`src/rtl/lif_alu_driver_if.sv`:
```
// Bundles the weight handshake and the ALU operand/result bus.
// "master" is the neuron controller; "slave" is the weight producer plus the shared ALU.
interface lif_alu_driver_if #(
    parameter int WIDTH = 16
);
    logic                    in_valid;
    logic                    in_ready;
    logic signed [WIDTH-1:0] in_weight;
    logic signed [WIDTH-1:0] alu_x;
    logic signed [WIDTH-1:0] alu_y;
    logic signed [WIDTH-1:0] alu_z;
    logic                    alu_s;
    logic                    alu_zr;
    logic                    alu_cy;
    logic                    alu_v;
    logic                    alu_p;

    modport master (
        input  in_valid, in_weight, alu_z, alu_s, alu_zr, alu_cy, alu_v, alu_p,
        output in_ready, alu_x, alu_y
    );

    modport slave (
        output in_valid, in_weight, alu_z, alu_s, alu_zr, alu_cy, alu_v, alu_p,
        input  in_ready, alu_x, alu_y
    );
endinterface

```
`src/rtl/lif_alu_driver.sv`:
```
// Leaky integrate-and-fire neuron controller driving a shared 16-bit signed adder.
// Each accepted weight takes a leak pass and an integrate pass through the ALU.
module lif_alu_driver #(
    parameter int                      WIDTH      = 16,
    parameter logic signed [WIDTH-1:0] THRESH     = 16'sd1000,
    parameter logic signed [WIDTH-1:0] V_RESET    = 16'sd0,
    parameter int                      LEAK_SHIFT = 4,
    parameter int                      REFRACT    = 2
) (
    input  logic                    clk,
    input  logic                    rst_n,
    lif_alu_driver_if.master        bus,
    output logic                    spike,
    output logic signed [WIDTH-1:0] vmem
);
    typedef enum logic [1:0] {
        S_IDLE,
        S_LEAK,
        S_INTEG,
        S_REFRACT
    } state_t;

    localparam logic [3:0]              REFRACT_CNT = 4'(REFRACT);
    localparam logic signed [WIDTH-1:0] SAT_MAX     = {1'b0, {(WIDTH-1){1'b1}}};
    localparam logic signed [WIDTH-1:0] SAT_MIN     = {1'b1, {(WIDTH-1){1'b0}}};

    state_t                  state, state_n;
    logic signed [WIDTH-1:0] vmem_n;
    logic signed [WIDTH-1:0] weight, weight_n;
    logic signed [WIDTH-1:0] leak_term;
    logic signed [WIDTH-1:0] sat_z;
    logic [3:0]              count, count_n;
    logic                    spike_n;
    logic                    armed;
    logic                    unused_flags;

    assign unused_flags = bus.alu_s ^ bus.alu_zr ^ bus.alu_cy ^ bus.alu_p;
    assign leak_term    = -(vmem >>> LEAK_SHIFT);

    // Overflow only happens when both operands share a sign, so X's sign picks the rail.
    assign sat_z = bus.alu_v ? (bus.alu_x[WIDTH-1] ? SAT_MIN : SAT_MAX) : bus.alu_z;

    always_ff @(posedge clk or negedge rst_n) begin
        if (!rst_n) begin
            state  <= S_IDLE;
            vmem   <= '0;
            spike  <= 1'b0;
            weight <= '0;
            count  <= '0;
            armed  <= 1'b0;
        end else begin
            state  <= state_n;
            vmem   <= vmem_n;
            spike  <= spike_n;
            weight <= weight_n;
            count  <= count_n;
            armed  <= 1'b1;
        end
    end

    // Operand drive is kept apart from the result path so the ALU loop stays acyclic.
    always_comb begin
        bus.in_ready = 1'b0;
        bus.alu_x    = '0;
        bus.alu_y    = '0;
        case (state)
            S_IDLE:  bus.in_ready = armed;
            S_LEAK: begin
                bus.alu_x = vmem;
                bus.alu_y = leak_term;
            end
            S_INTEG: begin
                bus.alu_x = vmem;
                bus.alu_y = weight;
            end
            default: ;
        endcase
    end

    always_comb begin
        state_n  = state;
        vmem_n   = vmem;
        spike_n  = 1'b0;
        weight_n = weight;
        count_n  = count;
        case (state)
            S_IDLE: begin
                if (bus.in_valid && armed) begin
                    weight_n = bus.in_weight;
                    state_n  = S_LEAK;
                end
            end
            S_LEAK: begin
                vmem_n  = sat_z;
                state_n = S_INTEG;
            end
            S_INTEG: begin
                if (sat_z >= THRESH) begin
                    vmem_n  = V_RESET;
                    spike_n = 1'b1;
                    count_n = REFRACT_CNT;
                    state_n = (REFRACT_CNT == 4'd0) ? S_IDLE : S_REFRACT;
                end else begin
                    vmem_n  = sat_z;
                    state_n = S_IDLE;
                end
            end
            S_REFRACT: begin
                count_n = count - 4'd1;
                if (count == 4'd1) begin
                    state_n = S_IDLE;
                end
            end
            default: state_n = S_IDLE;
        endcase
    end
endmodule

```
`src/flat_wrapper.sv`:
```
// flat-port wrapper written by rule: the top's interface ports become plain ports
module lif_alu_driver_flat 
#(
    parameter int                      WIDTH      = 16,
    parameter logic signed [WIDTH-1:0] THRESH     = 16'sd1000,
    parameter logic signed [WIDTH-1:0] V_RESET    = 16'sd0,
    parameter int                      LEAK_SHIFT = 4,
    parameter int                      REFRACT    = 2
)
  (clk, rst_n, spike, vmem, bus_in_valid, bus_in_weight, bus_alu_z, bus_alu_s, bus_alu_zr, bus_alu_cy, bus_alu_v, bus_alu_p, bus_in_ready, bus_alu_x, bus_alu_y);
  lif_alu_driver_if #(.WIDTH(WIDTH)) bus_i ();
  input  logic clk;
  input  logic rst_n;
  output logic spike;
  output logic signed [WIDTH-1:0] vmem;
  input wire logic [$bits(bus_i.in_valid)-1:0] bus_in_valid;
  input wire logic [$bits(bus_i.in_weight)-1:0] bus_in_weight;
  input wire logic [$bits(bus_i.alu_z)-1:0] bus_alu_z;
  input wire logic [$bits(bus_i.alu_s)-1:0] bus_alu_s;
  input wire logic [$bits(bus_i.alu_zr)-1:0] bus_alu_zr;
  input wire logic [$bits(bus_i.alu_cy)-1:0] bus_alu_cy;
  input wire logic [$bits(bus_i.alu_v)-1:0] bus_alu_v;
  input wire logic [$bits(bus_i.alu_p)-1:0] bus_alu_p;
  output wire logic [$bits(bus_i.in_ready)-1:0] bus_in_ready;
  output wire logic [$bits(bus_i.alu_x)-1:0] bus_alu_x;
  output wire logic [$bits(bus_i.alu_y)-1:0] bus_alu_y;
  assign bus_i.in_valid = bus_in_valid;
  assign bus_i.in_weight = bus_in_weight;
  assign bus_i.alu_z = bus_alu_z;
  assign bus_i.alu_s = bus_alu_s;
  assign bus_i.alu_zr = bus_alu_zr;
  assign bus_i.alu_cy = bus_alu_cy;
  assign bus_i.alu_v = bus_alu_v;
  assign bus_i.alu_p = bus_alu_p;
  assign bus_in_ready = bus_i.in_ready;
  assign bus_alu_x = bus_i.alu_x;
  assign bus_alu_y = bus_i.alu_y;
  lif_alu_driver #(.WIDTH(WIDTH), .THRESH(THRESH), .V_RESET(V_RESET), .LEAK_SHIFT(LEAK_SHIFT), .REFRACT(REFRACT)) u_core (.clk(clk), .rst_n(rst_n), .bus(bus_i), .spike(spike), .vmem(vmem));
endmodule
```
`config.mk`:
```
export PLATFORM = sky130hd
export DESIGN_NAME = lif_alu_driver_flat
export DESIGN_NICKNAME = d
export VERILOG_FILES = /design/src/rtl/lif_alu_driver_if.sv /design/src/rtl/lif_alu_driver.sv /design/src/flat_wrapper.sv
export SDC_FILE = /design/constraint.sdc
export NUM_CORES = 1
export LEC_CHECK = 0
export ABC_AREA = 1
export ABC_CLOCK_PERIOD_IN_PS = 2000
export CORE_MARGIN = 2
export CORE_UTILIZATION = 30
export CTS_CLUSTER_DIAMETER = 30
export DETAILED_ROUTE_END_ITERATION = 8
export HOLD_SLACK_MARGIN = 0.02
export PLACE_DENSITY = 0.64
export SYNTH_ARGS = -nofsm -noshare
export SYNTH_HDL_FRONTEND = slang
export SYNTH_SLANG_ARGS = --single-unit
```
`constraint.sdc`:
```
create_clock -name clk -period 2 [get_ports clk]
set_input_delay 0.2 -clock clk [delete_from_list [all_inputs] [get_ports clk]]
set_output_delay 0.2 -clock clk [all_outputs]
set_load 0.1 [all_outputs]
```
==> run metrics, run 1 <==
status complete, but fails checks; failing checks setup timing; # IOs 90; register area share after synthesis 40.1%; CTS tree done; Peak Freq 474 MHz; setup ws final -0.109 ns; asr flop ratio synth 100%; fin nets 498; Fin. Hold Viols 0; Post-Place Setup Slack 0.0750 ns; drt drc 0; cell area after synthesis 0.00249 sq mm; crit-path max FO 4; total number of vias 2595; first-pass GRT wire length 12.2 mm; CP delay by family, top simple AND/OR/NAND/NOR gates; Post-Route WL 7.50 mm; unrepaired setup endpoints after global routing yes; # diodes 0; die area 0.00906 sq mm; Core Util, Final 54.5%; Die H 95.2 microns; Synth Instances 341; Worst path slowest cell dfrtp_4; Required @ worst endpoint 1.80 ns; max-slew violations 0; total CTS buffers 5; Slew headroom 46.9%; Vias/cell 4.66; Synth Register Bits 40; Hold WC Path Type reg2reg; GR Overflow Total 0; minimum clock period 2.11 ns; CTS H-tree lvls 2; Crit path top cell by count nand2_1; crit path launch type flop; max incr delay on CP 0.51 ns; most instantiated library cell after synthesis nand2_1; final setup violation count 8; final hold slack 0.509 ns; final cycle utilization of the critical path 105%; WP depth 9; vias in the first global route 2558; final instance area 0.00443 sq mm; Syn Area/Cell 7.31 sq um; number of enable flip-flop cells after synthesis 0; CP Cell Sequence inv_4 > ha_4 > nand3_4 > nor3_4 > nand2_1 > nand2_1 > nand3_2 > a21oi_4 > buf_12; Mapped Nets 388; Yosys cell types 26; share of cells above drive strength 1 40.5%; area leader, netlist dfrtp_1; Worst EP arrival 1.91 ns; WS Path Type reg2out; GPL Wtd Cong 0.871; Die X 95.2 microns; clock slew at reported path FFs 0.08 ns; Detailed Route Iter0 Violations 133; GR Util All Layers 17.2%; synth warn 0; largest net degree at the start of global routing 35; Initial DRT Pass Iterations 4; R2R depth 11; wire per inst 13.5 microns; CTS Buffer Depth 2; Post-Place Cell Area 0.00408 sq mm; Area contributors post-synth dfrtp_1 40%, nand2_1 16%, mux2_2 7.2%; Yosys top cell area share 40.1%; Max-Cap Viols 0; crit end category primary output; Final ANT Viol Nets 0; Top FF cell, synth dfrtp_1; Commonest cells post-synth 106 x nand2_1, 47 x inv_1, 40 x dfrtp_1, 35 x nand3_1, 21 x a21oi_1; Clock Latency Late Sink 0.30 ns; Slew @ Worst Pin 0.796 ns; port bufs 85; Clock Skews 0.00580 ns; antenna violations before repair 0; initial core utilization 30.7%; Core ar. 0.00813 sq mm; Layout area overhead 77.7%; Hold Crit Depth 1; Root Buffer clkbuf_8; clock sink count 40; row count 33; CP Buf/Inv Count 2; Post-DP HPWL 5.55 mm
path summary, 6_finish.rpt:
check	startpoint	end	slack, ns
setup / recovery	u_core.vmem[4]	bus_alu_y[8]	-0.11
max in group asynchronous	rst_n	u_core.weight[4]	0.85
min in group asynchronous	rst_n	u_core.count[1]	0.53
hold / removal	u_core.weight[11]	u_core.weight[11]	0.51
setup reg to reg	u_core.state[0]	u_core.vmem[13]	0.19
hold reg to reg	u_core.weight[11]	u_core.weight[11]	0.51
state kept, by name, summed over array words and instances (netlist names):
signal and flops:
u_core.armed 1, u_core.count 4, u_core.spike 1, u_core.state 2, u_core.vmem 16, u_core.weight 16
worst register-to-register path: stages, from the launching register on:
cell	delay [ns]
dfrtp_1	0.42
inv_2	0.08
ha_4	0.32
nand2_1	0.12
nand2_2	0.12
nand3_1	0.07
nor2_1	0.12
nand2_1	0.08
nand2_2	0.10
buf_12	0.14
nand2_1	0.07
o21ai_1	0.08
layout by cell type (no fill, tap or decap), types with 8 or more instances in the layout:
cell type        synthesis  final
nand3_1                 35     28
buf_4                    1     44
dfrtp_1                 40     28
inv_2                    1      8
buf_12                   0     36
nor2_1                  18     10
dfrtp_4                  0      9
mux2_2                  16     16
a21oi_4                  0     14
inv_1                   47     33
nand2_1                106    100
clkdlybuf4s50_1          0     34
final cells by class:
class / instances / area [sq um]
sequential: 40 / 1040
clock inverter: 2 / 10.0
multi-input combinational: 239 / 1550
inverter: 48 / 200
clock buffer: 6 / 82.6
timing repair buffer: 117 / 1420
tap: 105 / 131
fill: 739 / 3700
metal layers:
layer | vias to the layer above | global-route usage, % | part of all wire [%]
met2 | 63 | 29.8 | 51
met3 | 12 | 3.16 | 4.7
met1 | 1222 | 21.9 | 42
met5 | - | 0 | 0
met4 | 0 | 4.83 | 1.5
li1 | 1298 | - | -
stage by stage:
step                      std cells  TNS [ns]
after global routing            557     -1.27
after floorplan                 341    -0.362
after CTS                       550    -0.225
after detailed placement        528         0
final                           557    -0.267
after global placement          528         0
kinds of logic after synthesis:
kind of cell	count (synthesis)	share of synthesized area, %
AOI/OAI and AO/OA	40	8.38
xor gates and xnor gates	1	0.351
adders and majority gates	7	3.51
buffers and inverters	62	10.7
DFF	40	40.1
muxes	16	7.23
other	1	0.150
and+or+nand+nor	174	29.5
timing repair:
action                                 CTS  global route
setup endpoints to repair               13            36
endpoints found under the hold margin    7             0
setup buffers                           13             7
pin swaps                               13            13
gates resized for setup                 10            21
hold buffers                             1             0
Power of run 1 is left out: the tool's default activity adds up to more than one toggle a clock period on the data nets, which glitch-free logic cannot reach.
==> inputs of run 2 (changes only) <==
Settings changed: CORE_MARGIN 2 to 1.5.
==> run metrics, run 2 (synthesized netlist as in run 1, its figures left out) <==
clock sink count 40 (unchanged); Post-Route WL 7.51 mm (was 7.50 mm); row count 33 (unchanged); WP depth 8 (was 9); wire per inst 13.6 microns (was 13.5 microns); CP Cell Sequence inv_4 > nand3_2 > inv_2 > nand2_1 > o21ai_0 > nand3_1 > a21oi_4 > buf_12 (was inv_4 > ha_4 > nand3_4 > nor3_4 > nand2_1 > nand2_1 > nand3_2 > a21oi_4 > buf_12); # fillers 721 (was 739); # IOs 90 (unchanged); Core ar. 0.00813 sq mm (unchanged); Layout area overhead 77.6% (was 77.7%); Fin. Hold Viols 2 (was 0); hold buffers post-CTS 0 (was 1); Die X 94.2 microns (was 95.2 microns); final instance area 0.00443 sq mm (about the same); GR Overflow Total 0 (unchanged); GPL Wtd Cong 0.838 (was 0.871); largest net degree at the start of global routing 37 (was 35); Slew headroom 44.8% (was 46.9%); Seq. cell area 0.00104 sq mm (unchanged); Worst path slowest cell dfrtp_4 (unchanged); setup ws final -0.121 ns (was -0.109 ns); FF-to-FF Start u_core.state[0] (unchanged); Worst setup endpoint bus_alu_y[5] (was bus_alu_y[8]); die area 0.00887 sq mm (was 0.00906 sq mm); failing checks hold timing, setup timing (was setup timing); CP delay by family, top flip-flops (was simple AND/OR/NAND/NOR gates); final setup violation count 7 (was 8); crit-path max FO 5 (was 4); Max-Cap Viols 0 (unchanged); Final ANT Viol Nets 0 (unchanged); Post-DP HPWL 5.61 mm (was 5.55 mm); max-slew violations 0 (unchanged); total CTS buffers 5 (unchanged); crit end category primary output (unchanged); reg2reg end u_core.vmem[3] (was u_core.vmem[13]); Multi-input gate area 0.00155 sq mm (about the same); final cycle utilization of the critical path 106% (was 105%); WS Path Type reg2out (unchanged); Peak Freq 472 MHz (was 474 MHz); clock slew at reported path FFs 0.08 ns (about the same); unrepaired setup endpoints after global routing yes (unchanged); Initial DRT Pass Iterations 4 (unchanged); total number of vias 2641 (was 2595); Vias/cell 4.77 (was 4.66); # diodes 0 (unchanged); max incr delay on CP 0.51 ns (about the same); CTS Buffer Depth 2 (unchanged); Clock Skews 0.00394 ns (was 0.00580 ns); Detailed Route Iter0 Violations 119 (was 133); fin nets 495 (was 498); vias in the first global route 2434 (was 2558); Regs by FF count u_core.vmem: 16 flops, u_core.weight: 16 flops, u_core.count: 4 flops (unchanged); most common cell after layout, fill and taps aside nand2_1 (unchanged); GR Util All Layers 17.1% (was 17.2%); status complete, but fails checks (unchanged); first-pass GRT wire length 11.8 mm (was 12.2 mm); share of cells above drive strength 1 40.5% (about the same); CP Buf/Inv Count 3 (was 2); drt drc 0 (unchanged); Crit. Startpoint u_core.vmem[6] (was u_core.vmem[4]); antenna violations before repair 0 (unchanged); CTS tree done (unchanged); crit path launch type flop (unchanged); Worst EP arrival 1.92 ns (was 1.91 ns); Post-Place Cell Area 0.00407 sq mm (was 0.00408 sq mm); Die H 94.2 microns (was 95.2 microns); Slew @ Worst Pin 0.828 ns (was 0.796 ns); most frequent cells in the layout 96 x nand2_1, 39 x buf_4, 35 x buf_12, 34 x clkdlybuf4s50_1, 32 x inv_1 (was 100 x nand2_1, 44 x buf_4, 36 x buf_12, 34 x clkdlybuf4s50_1, 33 x inv_1); Root Buffer clkbuf_8 (unchanged); initial core utilization 30.7% (unchanged); port bufs 85 (unchanged); R2R depth 12 (was 11); Clock Latency Late Sink 0.30 ns (about the same); flop2flop setup slack 0.13 ns (was 0.19 ns); Required @ worst endpoint 1.80 ns (about the same); CTS H-tree lvls 2 (unchanged); minimum clock period 2.12 ns (was 2.11 ns); Hold WC Path Type in2async (was reg2reg); final hold slack -0.00211 ns (was 0.509 ns)
-- run 2: cell types whose count changed in the layout (fill, tap and decap cells not counted), moves of 2 or more --
cell / previous run / this run
buf_4: 44 / 39
buf_6: 0 / 4
clkbuf_1: 0 / 2
clkinv_2: 2 / 0
inv_4: 5 / 7
nand2_1: 100 / 96
nand2_2: 7 / 10
-- run 2: worst min path at each step --
stage	start	to	slack [ns]	depth (start not counted)
final	rst_n	u_core.vmem[7]	-0.002	1
after global placement	rst_n	u_core.vmem[8]	0.36	1
after CTS	rst_n	u_core.weight[8]	0.03	1
after detailed placement	rst_n	u_core.vmem[11]	0.35	1
after floorplan	rst_n	u_core.armed	-0.1	0
after global routing	rst_n	u_core.vmem[1]	0.06	1
-- run 2: repair_timing --
action / 4_1_cts / 5_1_grt
pin swaps: 12 / 9
cloned: 0 / 1
setup buffers: 10 / 6
gates resized for setup: 14 / 24
setup endpoints to repair: 15 / 44
-- run 2: layer usage --
metal / GRT usage [%] / share of wire [%] / up-vias
li1: - / - / 1301
met1: 22.8 / 44 / 1262
met2: 28.4 / 51 / 70
met3: 3.24 / 4.4 / 8
met4: 4.35 / 1.2 / 0
met5: 0 / 0 / -
-- run 2: worst reg2reg max path, cell delays in order, from the launching register on --
cell,delay (ns)
dfrtp_1,0.41
inv_2,0.08
ha_4,0.33
buf_12,0.14
nand3_4,0.10
o21ai_2,0.10
nand2_1,0.07
nor2_1,0.10
nand2_1,0.07
nand2_2,0.12
buf_6,0.14
nand3_1,0.08
nand2_1,0.08
-- run 2: layout make-up --
class | instances | share of cell area (%)
clock buffer | 8 | 2.03
inverter | 48 | 4.63
multi-input combinational | 239 | 35.1
sequential | 40 | 23.5
tap | 105 | 2.97
timing repair buffer | 114 | 31.8
-- run 2: through the flow --
step / util [%] / hold slack [ns] / setup slack, ns / setup TNS, ns / cells
2_1_floorplan: - / -0.0956 / -0.165 / -0.362 / 341
3_3_place_gp: 50.1 / 0.355 / 0.159 / 0 / 529
3_5_place_dp: 50.1 / 0.355 / 0.105 / 0 / 529
4_1_cts: 52.7 / 0.0332 / -0.0970 / -0.509 / 547
5_1_grt: 54.4 / 0.0646 / -0.198 / -1.38 / 554
6_report: 54.4 / -0.00211 / -0.121 / -0.529 / 554
Power of run 2 is left out for the same reason.
==> inputs of run 3 (changes only) <==
--- a/constraint.sdc
+++ b/constraint.sdc
@@ -3,2 +3,2 @@
 set_output_delay 0.2 -clock clk [all_outputs]
-set_load 0.1 [all_outputs]
+set_load 0.02 [all_outputs]
==> run metrics, run 3 (synthesized netlist as in run 1, its figures left out) <==
total power 0.00764 W; total CTS buffers 5 (unchanged); unrepaired setup endpoints after global routing yes (unchanged); status complete, no violations (was complete, but fails checks); Detailed Route Iter0 Violations 91 (was 119); Pwr Density 1910 mW/mm^2; Slew headroom 62.6% (was 44.8%); crit-path max FO 3 (was 5); CTS H-tree lvls 2 (unchanged); drt drc 0 (unchanged); minimum clock period 1.99 ns (was 2.12 ns); # IOs 90 (unchanged); WP depth 9 (was 8); most frequent cells in the layout 103 x nand2_1, 52 x clkdlybuf4s50_1, 46 x buf_4, 39 x dfrtp_1, 36 x inv_1 (was 96 x nand2_1, 39 x buf_4, 35 x buf_12, 34 x clkdlybuf4s50_1, 32 x inv_1); CTS Buffer Depth 2 (unchanged); row count 33 (unchanged); port bufs 85 (unchanged); max incr delay on CP 0.40 ns (was 0.51 ns); # diodes 0 (unchanged); Comb pwr share 73.2%; internal cell power 0.00401 W; final cycle utilization of the critical path 99.5% (was 106%); flop2flop setup slack 0.09 ns (was 0.13 ns); Fin. Hold Viols 0 (was 2); max-slew violations 0 (unchanged); Worst EP arrival 1.79 ns (was 1.92 ns); Final ANT Viol Nets 0 (unchanged); initial core utilization 30.7% (unchanged); Crit path top cell by count buf_4; Clock Latency Late Sink 0.30 ns (about the same); first-pass GRT wire length 12.3 mm (was 11.8 mm); final setup violation count 0 (was 7); final instance area 0.00400 sq mm (was 0.00443 sq mm); Layout area overhead 60.3% (was 77.6%); WS Path Type reg2out (unchanged); clock sink count 40 (unchanged); Core ar. 0.00813 sq mm (unchanged); most common cell after layout, fill and taps aside nand2_1 (unchanged); GR Util All Layers 17.8% (was 17.1%); share of cells above drive strength 1 28.3% (was 40.5%); Worst setup endpoint bus_alu_y[14] (was bus_alu_y[5]); Peak VDD IR 0.781 mV; crit path launch type flop (unchanged); Post-DP HPWL 5.66 mm (was 5.61 mm); Initial DRT Pass Iterations 4 (unchanged); Reg power frac 20.0%; total number of vias 2660 (was 2641); crit end category primary output (unchanged); die area 0.00887 sq mm (unchanged); GPL Wtd Cong 0.890 (was 0.838); vias in the first global route 2667 (was 2434); Vias/cell 4.63 (was 4.77); Slew @ Worst Pin 0.561 ns (was 0.828 ns); Max-Cap Viols 0 (unchanged); Regs by FF count u_core.vmem: 16 flops, u_core.weight: 16 flops, u_core.count: 4 flops (unchanged); clock slew at reported path FFs 0.08 ns (about the same); Hold WC Path Type in2async (unchanged); wire per inst 13.3 microns (was 13.6 microns); Peak Freq 502 MHz (was 472 MHz); reg2reg end u_core.vmem[4] (was u_core.vmem[3]); CTS tree done (unchanged); CP delay by family, top simple AND/OR/NAND/NOR gates (was flip-flops); Root Buffer clkbuf_8 (unchanged); Leakage 2.03 nW; GR Overflow Total 0 (unchanged); Clock Skews 0.00759 ns (was 0.00394 ns); Post-Place Cell Area 0.00373 sq mm (was 0.00407 sq mm); Die H 94.2 microns (unchanged); Crit. Startpoint u_core.vmem[4] (was u_core.vmem[6]); Die X 94.2 microns (unchanged); CP Buf/Inv Count 3 (unchanged); CP Cell Sequence inv_2 > ha_4 > nand3_4 > nor3_4 > buf_4 > nand4_1 > nand2_2 > a21oi_2 > buf_4 (was inv_4 > nand3_2 > inv_2 > nand2_1 > o21ai_0 > nand3_1 > a21oi_4 > buf_12); fin nets 517 (was 495); Post-Route WL 7.67 mm (was 7.51 mm); Required @ worst endpoint 1.80 ns (about the same); R2R depth 12 (unchanged); antenna violations before repair 0 (unchanged); sw power 0.00363 W; Sw Share 47.5%; Clk pwr share 6.8%; Worst path slowest cell dfrtp_1 (was dfrtp_4); largest net degree at the start of global routing 26 (was 37); FF-to-FF Start u_core.state[0] (unchanged)
==> run 3: power by group through the flow <==
stage | clock network [W] | logic [W] | registers, W
2_1_floorplan | 0 | 0.00257 | 0.00170
3_3_place_gp | 0 | 0.00515 | 0.00149
3_5_place_dp | 0 | 0.00523 | 0.00152
4_1_cts | 0.000533 | 0.00515 | 0.00151
5_1_grt | 0.000565 | 0.00612 | 0.00158
6_report | 0.000520 | 0.00560 | 0.00152
==> run 3: worst min-delay path by stage <==
stage / cells past startpoint / end / from / slack (ns)
after global placement: 1 / u_core.weight[13] / rst_n / 0.22
final: 2 / u_core.weight[13] / rst_n / 0.43
after detailed placement: 1 / u_core.weight[13] / rst_n / 0.22
after floorplan: 0 / u_core.armed / rst_n / -0.1
after global routing: 2 / u_core.weight[13] / rst_n / 0.46
after CTS: 2 / u_core.weight[13] / rst_n / 0.45
==> run 3: area by class of cell <==
class / instances / area (sq um)
flip-flops and latches: 40 / 1000
repair buffers: 136 / 1260
clock buffers: 6 / 72.6
clock inverters: 1 / 5.00
well taps: 105 / 131
multi-input cells: 239 / 1350
inverters: 48 / 180
fillers: 811 / 4140
==> run 3: worst register-to-register path, stage by stage, from the launching register on <==
cell and delay (ns):
dfrtp_1 0.37, inv_2 0.07, ha_4 0.31, buf_12 0.15, nand3_4 0.11, o21ai_2 0.10
nand2_1 0.08, nor2_2 0.13, nand2_1 0.08, nand2_2 0.12, buf_6 0.14, nand3_1 0.09
nand2_1 0.09
==> run 3: metal layers <==
| metal | GRT usage [%] | up-vias | wire, microns |
|---|---|---|---|
| li1 | - | 1340 | - |
| met1 | 21.0 | 1241 | 3230 |
| met2 | 32.3 | 65 | 3990 |
| met3 | 2.43 | 14 | 287 |
| met4 | 6.97 | 0 | 163 |
| met5 | 0 | - | 0 |
==> run 3: timing repair <==
item,in CTS,in global routing
cloned,0,1
hold endpoints to repair,20,0
setup endpoints to repair,52,36
gates resized for setup,85,47
pin swaps,5,12
buffers inserted,3,7
hold buffers,1,0
==> run 3: through the flow <==
step	TNS, ns	hold WS [ns]	worst slack (ns)	instances	util (%)
floorplan	0	-0.0956	0.0741	341	-
global placement	-0.425	0.222	-0.119	557	45.9
CTS	-0.0105	0.446	-0.0105	568	47.4
finish	0	0.427	0.00917	575	49.1
global route	-0.325	0.464	-0.0764	575	49.1
detailed placement	-0.893	0.219	-0.166	557	45.9
(Power assumes the default switching activity.)
